==> src/rtl/vadd_arbiter.sv <==
// Two-requester round-robin front end for a shared LANES x WIDTH vector adder.
// Registers operands on grant and tags each op so its result returns to the issuer.
module vadd_arbiter #(
    parameter int LAT   = 1,
    parameter int LANES = 4,
    parameter int WIDTH = 8,
    parameter int CNTW  = 16
) (
    input  logic                   clock,
    input  logic                   reset,
    input  logic                   req0_valid,
    output logic                   req0_ready,
    input  logic [LANES*WIDTH-1:0] req0_a,
    input  logic [LANES*WIDTH-1:0] req0_b,
    input  logic                   req1_valid,
    output logic                   req1_ready,
    input  logic [LANES*WIDTH-1:0] req1_a,
    input  logic [LANES*WIDTH-1:0] req1_b,
    output logic                   rsp0_valid,
    output logic [LANES*WIDTH-1:0] rsp0_y,
    output logic                   rsp1_valid,
    output logic [LANES*WIDTH-1:0] rsp1_y,
    output logic                   dp_en,
    output logic [LANES*WIDTH-1:0] dp_a,
    output logic [LANES*WIDTH-1:0] dp_b,
    input  logic [LANES*WIDTH-1:0] dp_y,
    output logic                   busy,
    output logic [CNTW-1:0]        done0_cnt,
    output logic [CNTW-1:0]        done1_cnt
);

    logic         last_grant;  // 1 when requester 1 was granted most recently
    logic         grant0;
    logic         grant1;
    logic         grant_any;
    logic [LAT:0] tag_v;       // entry 0 is the issue register; entry LAT meets dp_y
    logic [LAT:0] tag_id;

    always_comb begin
        grant0 = 1'b0;
        grant1 = 1'b0;
        if (!reset) begin
            if (req0_valid && (!req1_valid || last_grant)) begin
                grant0 = 1'b1;
            end else if (req1_valid) begin
                grant1 = 1'b1;
            end
        end
    end

    assign grant_any  = grant0 | grant1;
    assign req0_ready = grant0;
    assign req1_ready = grant1;

    always_ff @(posedge clock) begin
        if (reset) begin
            last_grant <= 1'b1;
            tag_v      <= '0;
            tag_id     <= '0;
            dp_a       <= '0;
            dp_b       <= '0;
            done0_cnt  <= '0;
            done1_cnt  <= '0;
        end else begin
            tag_v  <= {tag_v[LAT-1:0], grant_any};
            tag_id <= {tag_id[LAT-1:0], grant1};
            if (grant_any) begin
                last_grant <= grant1;
                dp_a       <= grant1 ? req1_a : req0_a;
                dp_b       <= grant1 ? req1_b : req0_b;
            end
            if (rsp0_valid) begin
                done0_cnt <= done0_cnt + CNTW'(1);
            end
            if (rsp1_valid) begin
                done1_cnt <= done1_cnt + CNTW'(1);
            end
        end
    end

    // Datapath only advances while something is live, so results stay aligned to tags.
    assign dp_en      = |tag_v;
    assign busy       = |tag_v;
    assign rsp0_valid = !reset && tag_v[LAT] && !tag_id[LAT];
    assign rsp1_valid = !reset && tag_v[LAT] &&  tag_id[LAT];
    assign rsp0_y     = dp_y;
    assign rsp1_y     = dp_y;

endmodule

==> config.mk <==
export PLATFORM = sky130hd
export DESIGN_NAME = vadd_arbiter
export DESIGN_NICKNAME = d
export VERILOG_FILES = /design/src/rtl/vadd_arbiter.sv
export SDC_FILE = /design/constraint.sdc
export NUM_CORES = 1
export LEC_CHECK = 0
export CAP_MARGIN = 20
export CORE_ASPECT_RATIO = 2
export CORE_MARGIN = 4
export CORE_UTILIZATION = 33
export CTS_CLUSTER_DIAMETER = 60
export DETAILED_ROUTE_END_ITERATION = 6
export PLACE_DENSITY = 0.77
export SYNTH_ARGS = -nofsm -noshare
export SYNTH_HDL_FRONTEND = slang
export SYNTH_SLANG_ARGS = --single-unit
==> constraint.sdc <==
create_clock -name clock -period 1.5 [get_ports clock]
set_clock_uncertainty 0.1 [all_clocks]
set_input_delay 0.15 -clock clock [delete_from_list [all_inputs] [get_ports clock]]
set_output_delay 0.15 -clock clock [all_outputs]
set_load 0.01 [all_outputs]
=== Yosys cells after proc, flatten, opt, wreduce, memory -nomap -nowiden ===
Cells that the tools add are included.

* Flip-flop bits (word level): 101
* Latch bits: 0
* Memory bits (writable): 0
* Memory bits (read-only): 0
* Input bits: 164
* Output and inout port bits: 166
* Logic and storage cells: 26
* Memories: 0

* Add/subtract/negate cells: 2
* $mul: 0
* Div/mod/pow operators: 0
* Magnitude comparators: 0
* Equal/unequal tests: 0
* Shift operators: 0
* Multiplexer cells: 7
* Bitwise gates (word level): 1
* Reductions and logical operators: 9

{| class="wikitable"
|+ Operator list
! operator !! number
|-
| 32-bit two-way mux || 2
|-
| 16-bit by 1-bit adder with 16-bit output (second input constant) || 2
|-
| 1-bit two-way mux || 5
|-
| 1-bit logical AND || 4
|-
| 1-bit logical NOT || 3
|-
| 2-bit OR reduction || 1
|-
| 1-bit logical OR || 1
|-
| 1-bit bitwise OR || 1
|}

=== Depth between registers and ports, before layout ===
* Word-level depth: 6
* Gate-level depth with buffers: 7
* Depth with buffers taken out: 5

=== Least setup slack after synthesis ===
Ideal clock, no wire load.

* Kind: register to register
* From: register done0_cnt[0]
* To: register done0_cnt[14]
* Setup time: 0.121 ns
* Arrival time: 1.496 ns
* Data required time: 1.279 ns
* Setup slack: -0.217 ns
* Cell stages (with the launch flop): 7
* Buffers on the path: 1
* Clock period less this slack: 1.717 ns
* Cells stage by stage: dfxtp_1 > ha_1 > nor4bb_1 > buf_2 > nand3_1 > nor3_1 > mux2_2

* Cells in the longest elaborated chain, start to end: 1

{| class="wikitable"
|+ Ends and longest elaborated chain
! what !! line !! source
|-
| start: declaration || 28 || <nowiki>output logic [CNTW-1:0] done0_cnt,</nowiki>
|-
| start signal: assignment || 73 || <nowiki>done0_cnt <= done0_cnt + CNTW'(1);</nowiki>
|-
| 16-bit by 1-bit adder with 16-bit output || 73 ||
|}

No other way between the ends.
A chain may end at the register's enable or synchronous reset.

=== Worst setup path after layout ===
* From: register last_grant
* To: register dp_a[19]

* Cells in the longest elaborated chain, start to end: 5
* Elaborated cells on any way between the ends: 8
* Those cells by class: 5 x mux; 1 x bitwise; 2 x reduce/logical

{| class="wikitable"
|+ Ends and longest elaborated chain
! what !! line !! source
|-
| start: declaration || 32 || <nowiki>logic last_grant;</nowiki>
|-
| start signal: assignment || 68 || <nowiki>last_grant <= grant1;</nowiki>
|-
| 1-bit logical OR * || 43 || <nowiki>if (req0_valid && (!req1_valid || last_grant)) begin</nowiki>
|-
| 1-bit logical AND * || 43 ||
|-
| 1-bit two-way mux || 43 ||
|-
| 1-bit two-way mux || 42 || <nowiki>if (!reset) begin</nowiki>
|-
| 32-bit two-way mux or 1-bit bitwise OR (tied branches) || 69, 51 ||
|-
| end signal: assignment || 69 || <nowiki>dp_a <= grant1 ? req1_a : req0_a;</nowiki>
|-
| end: declaration || 24 || <nowiki>output logic [LANES*WIDTH-1:0] dp_a,</nowiki>
|}

Every way passes the cells marked *; elsewhere a longest branch is shown, timed or not.

==> flow_metrics.tcl <==
set metrics [dict create \
    layout.nets 930 \
    max_stage_delay_ps 340 \
    grt_usage_pct 19.6 \
    grt_antenna_before_repair 1 \
    peakVddDrop_v 0.000541 \
    hold_violations 0 \
    cpMaxStageDelayCell "dfxtp_2" \
    fp-row-count 63 \
    outcome "complete, but fails checks" \
    routabilityCongestion 0.841 \
    tightest_slew_ps 493 \
    drive_gt1_share_pct 27.7 \
    power_uw 6770 \
    crit_required_ps 1620 \
    arrival_ps 1820 \
    syn_inst 532 \
    p_per_area_nw_per_um2 780 \
    crit_path_start "last_grant" \
    grt.overflow.total 0 \
    crit_chain "nor2b_2 -> nor3b_4 -> buf_12 -> buf_12 -> buf_12 -> buf_16 -> mux2i_1 -> a211oi_2" \
    drtAntennaViolNets 0 \
    yosysWarnings 0 \
    n_antenna_cell 0 \
    fin_ws_ps -193 \
    yosysTopAreaCellShare_pct 40.9 \
    mappedNetlistArea_um2 4940 \
    clkLatencyLatePin_ps 350 \
    synthTopCellsByArea "dfxtp_1 (41%), mux2i_1 (13%), buf_4 (10%)" \
    cts_tree "done" \
    timing.slew.headroom_pct 67.1 \
    critPathKind "reg -> reg" \
    detailed_place_hpwl_um 11500 \
    fp.dieArea_um2 17100 \
    r2r-end "dp_a[19]" \
    die_w_um 94.6 \
    io_pins 330 \
    synth-async-reset-ratio_pct 0 \
    core_area_um2 14700 \
    power_leakage_uw 0.00397 \
    clk_pin_slew_ps 70 \
    dp.cells 915 \
    syn_to_final_growth_pct 75.7 \
    hold-path-endpoint "rsp0_y[23]" \
    grt_pass1_wl_um 25600 \
    syn-mean-instance-area_um2 9.29 \
    hold_buffers 0 \
    remaining_drc_errors 0 \
    crit_fanout 8 \
    wl_um 17300 \
    dominantRegCellSynth "dfxtp_1" \
    cts.sink_count 101 \
    fin_crit_ps 1690 \
    finalCritPeriodShare_pct 113 \
    fin_hold_ws_ps 200 \
    final_common_cell "clkdlybuf4s50_1" \
    clk_path_buf_depth 2 \
    vias 4698 \
    worstHoldPathCells 0 \
    rsz0062_at_grt "yes" \
    chipHeight_um 181 \
    violations "setup timing" \
    ys_ff_latch 101 \
    syn-num-nets 698 \
    path_depth 8 \
    synth-edff-count 0 \
    critical_path.endpoint_type "flop" \
    cts_root_buffer "clkbuf_16" \
    grt_pass1_vias 4791 \
    avgRoutedWirePerCell_um 18.0 \
    port_buffers 233 \
    r2r-start "last_grant" \
    cts_buffers 9 \
    fmax_mhz 591 \
    reg2regPathDepth 8 \
    drv_cap 0 \
    initialDrtViolationCount 108 \
    fin_cells 964 \
    crit_buf_inv 4 \
    start_util_pct 33.5 \
    reg2reg_setup_slack_ps -190 \
    ys_seq_area_share_pct 40.9 \
    first_pass_iters 4 \
    htree_levels 3 \
    vias_per_cell 4.87 \
    cpLargestDelayFamily "buffers and inverters" \
    min_from "dp_y[23]" \
    grt_max_degree 41 \
    synth_top_area_cell "dfxtp_1" \
    slew_violations 0 \
    holdCritPathClass "in -> out" \
    layout_common_cells "clkdlybuf4s50_1 (130), dfxtp_1 (82), nor2_1 (72)" \
    final_util_pct 58.9 \
    worst_path_most_repeated_cell "buf_12" \
    synth.distinct_cells 39 \
    finalSetupViolCount 72 \
    startpoint_type "flop" \
]
metrics by stage:
step,instance area [um2],setup slack [ps],TNS [ps]
after floorplan,5010,-69.9,-214
after global placement,7430,-434,-26280
after detailed placement,7430,-448,-26520
after CTS,8320,-202,-8120
after global routing,8690,-295,-13590
final,8690,-193,-6500
final cells by class:
cell class | count | area (um2)
clock inverter | 2 | 12.5
sequential | 101 | 2070
clock buffer | 14 | 295
inverter | 4 | 15.0
tap | 195 | 244
multi-input combinational | 325 | 2630
timing repair buffer | 323 | 3420
fill | 1243 | 6050
synthesized netlist by cell type, types with 2 or more instances:
cell,number
buf_4,67
nand2b_1,3
nand2_1,11
a21oi_1,8
a211oi_1,64
clkbuf_1,19
or4_1,4
mux2_2,3
ha_1,2
xor2_1,15
buf_1,5
o21ai_0,7
and3_1,5
nand3_1,11
buf_6,5
and2_1,2
dfxtp_1,101
or2_2,2
nor2_1,87
nand4_1,6
buf_2,6
and4_1,2
o31ai_1,4
xnor2_1,4
or3_1,4
inv_1,4
mux2i_1,64
nor2b_1,6
repair_timing:
| item | in CTS | in global routing |
|---|---|---|
| cloned | 9 | 1 |
| setup endpoints to repair | 154 | 109 |
| pin swaps | 35 | 35 |
| gates resized for setup | 154 | 98 |
| setup buffers | 21 | 4 |
metal layers:
metal / GRT usage, % / wire, um / vias up
met5: 0 / 13 / -
met4: 10.2 / 726 / 2
met3: 4.54 / 962 / 53
met2: 36.6 / 9760 / 159
met1: 19.3 / 5850 / 2229
li1: - / - / 2255
cell families after synthesis:
logic type | count (synthesis) | share of synthesized area, %
fa+ha+maj | 2 | 0.506
buf+inv | 106 | 14.0
xor+xnor | 19 | 3.37
simple gates | 154 | 15.7
compound gates | 83 | 11.8
flops | 101 | 40.9
mux | 67 | 13.6
worst reg2reg max path, cell delays in order, from the launching register on:
cell      delay, ps
dfxtp_2         340
nor2b_2          50
nor3b_4         250
buf_12          150
buf_12          110
buf_12          110
buf_16          140
mux2i_1         220
a211oi_2         90
where the power goes:
group          internal, uW  switching (uW)  leakage (uW)
clock network          1360            1040      0.000150
registers              2820            87.4      0.000839
logic                   896             566       0.00298
flip-flops by register name, summed over array words and instances, names as in the netlist:
| signal | flops |
|---|---|
| last_grant | 1 |
| dp_b | 32 |
| tag_v | 2 |
| done1_cnt | 16 |
| tag_id | 2 |
| dp_a | 32 |
| done0_cnt | 16 |
worst max-delay path by stage:
| stage | slack, ps | to |
|---|---|---|
| 2_1_floorplan | -70 | done0_cnt[14] |
| 3_3_place_gp | -430 | req0_ready |
| 3_5_place_dp | -450 | dp_a[21] |
| 4_1_cts | -200 | dp_a[28] |
| 5_1_grt | -290 | dp_a[19] |
| 6_report | -190 | dp_a[19] |
Note: power is estimated with default switching activity, not from simulation.
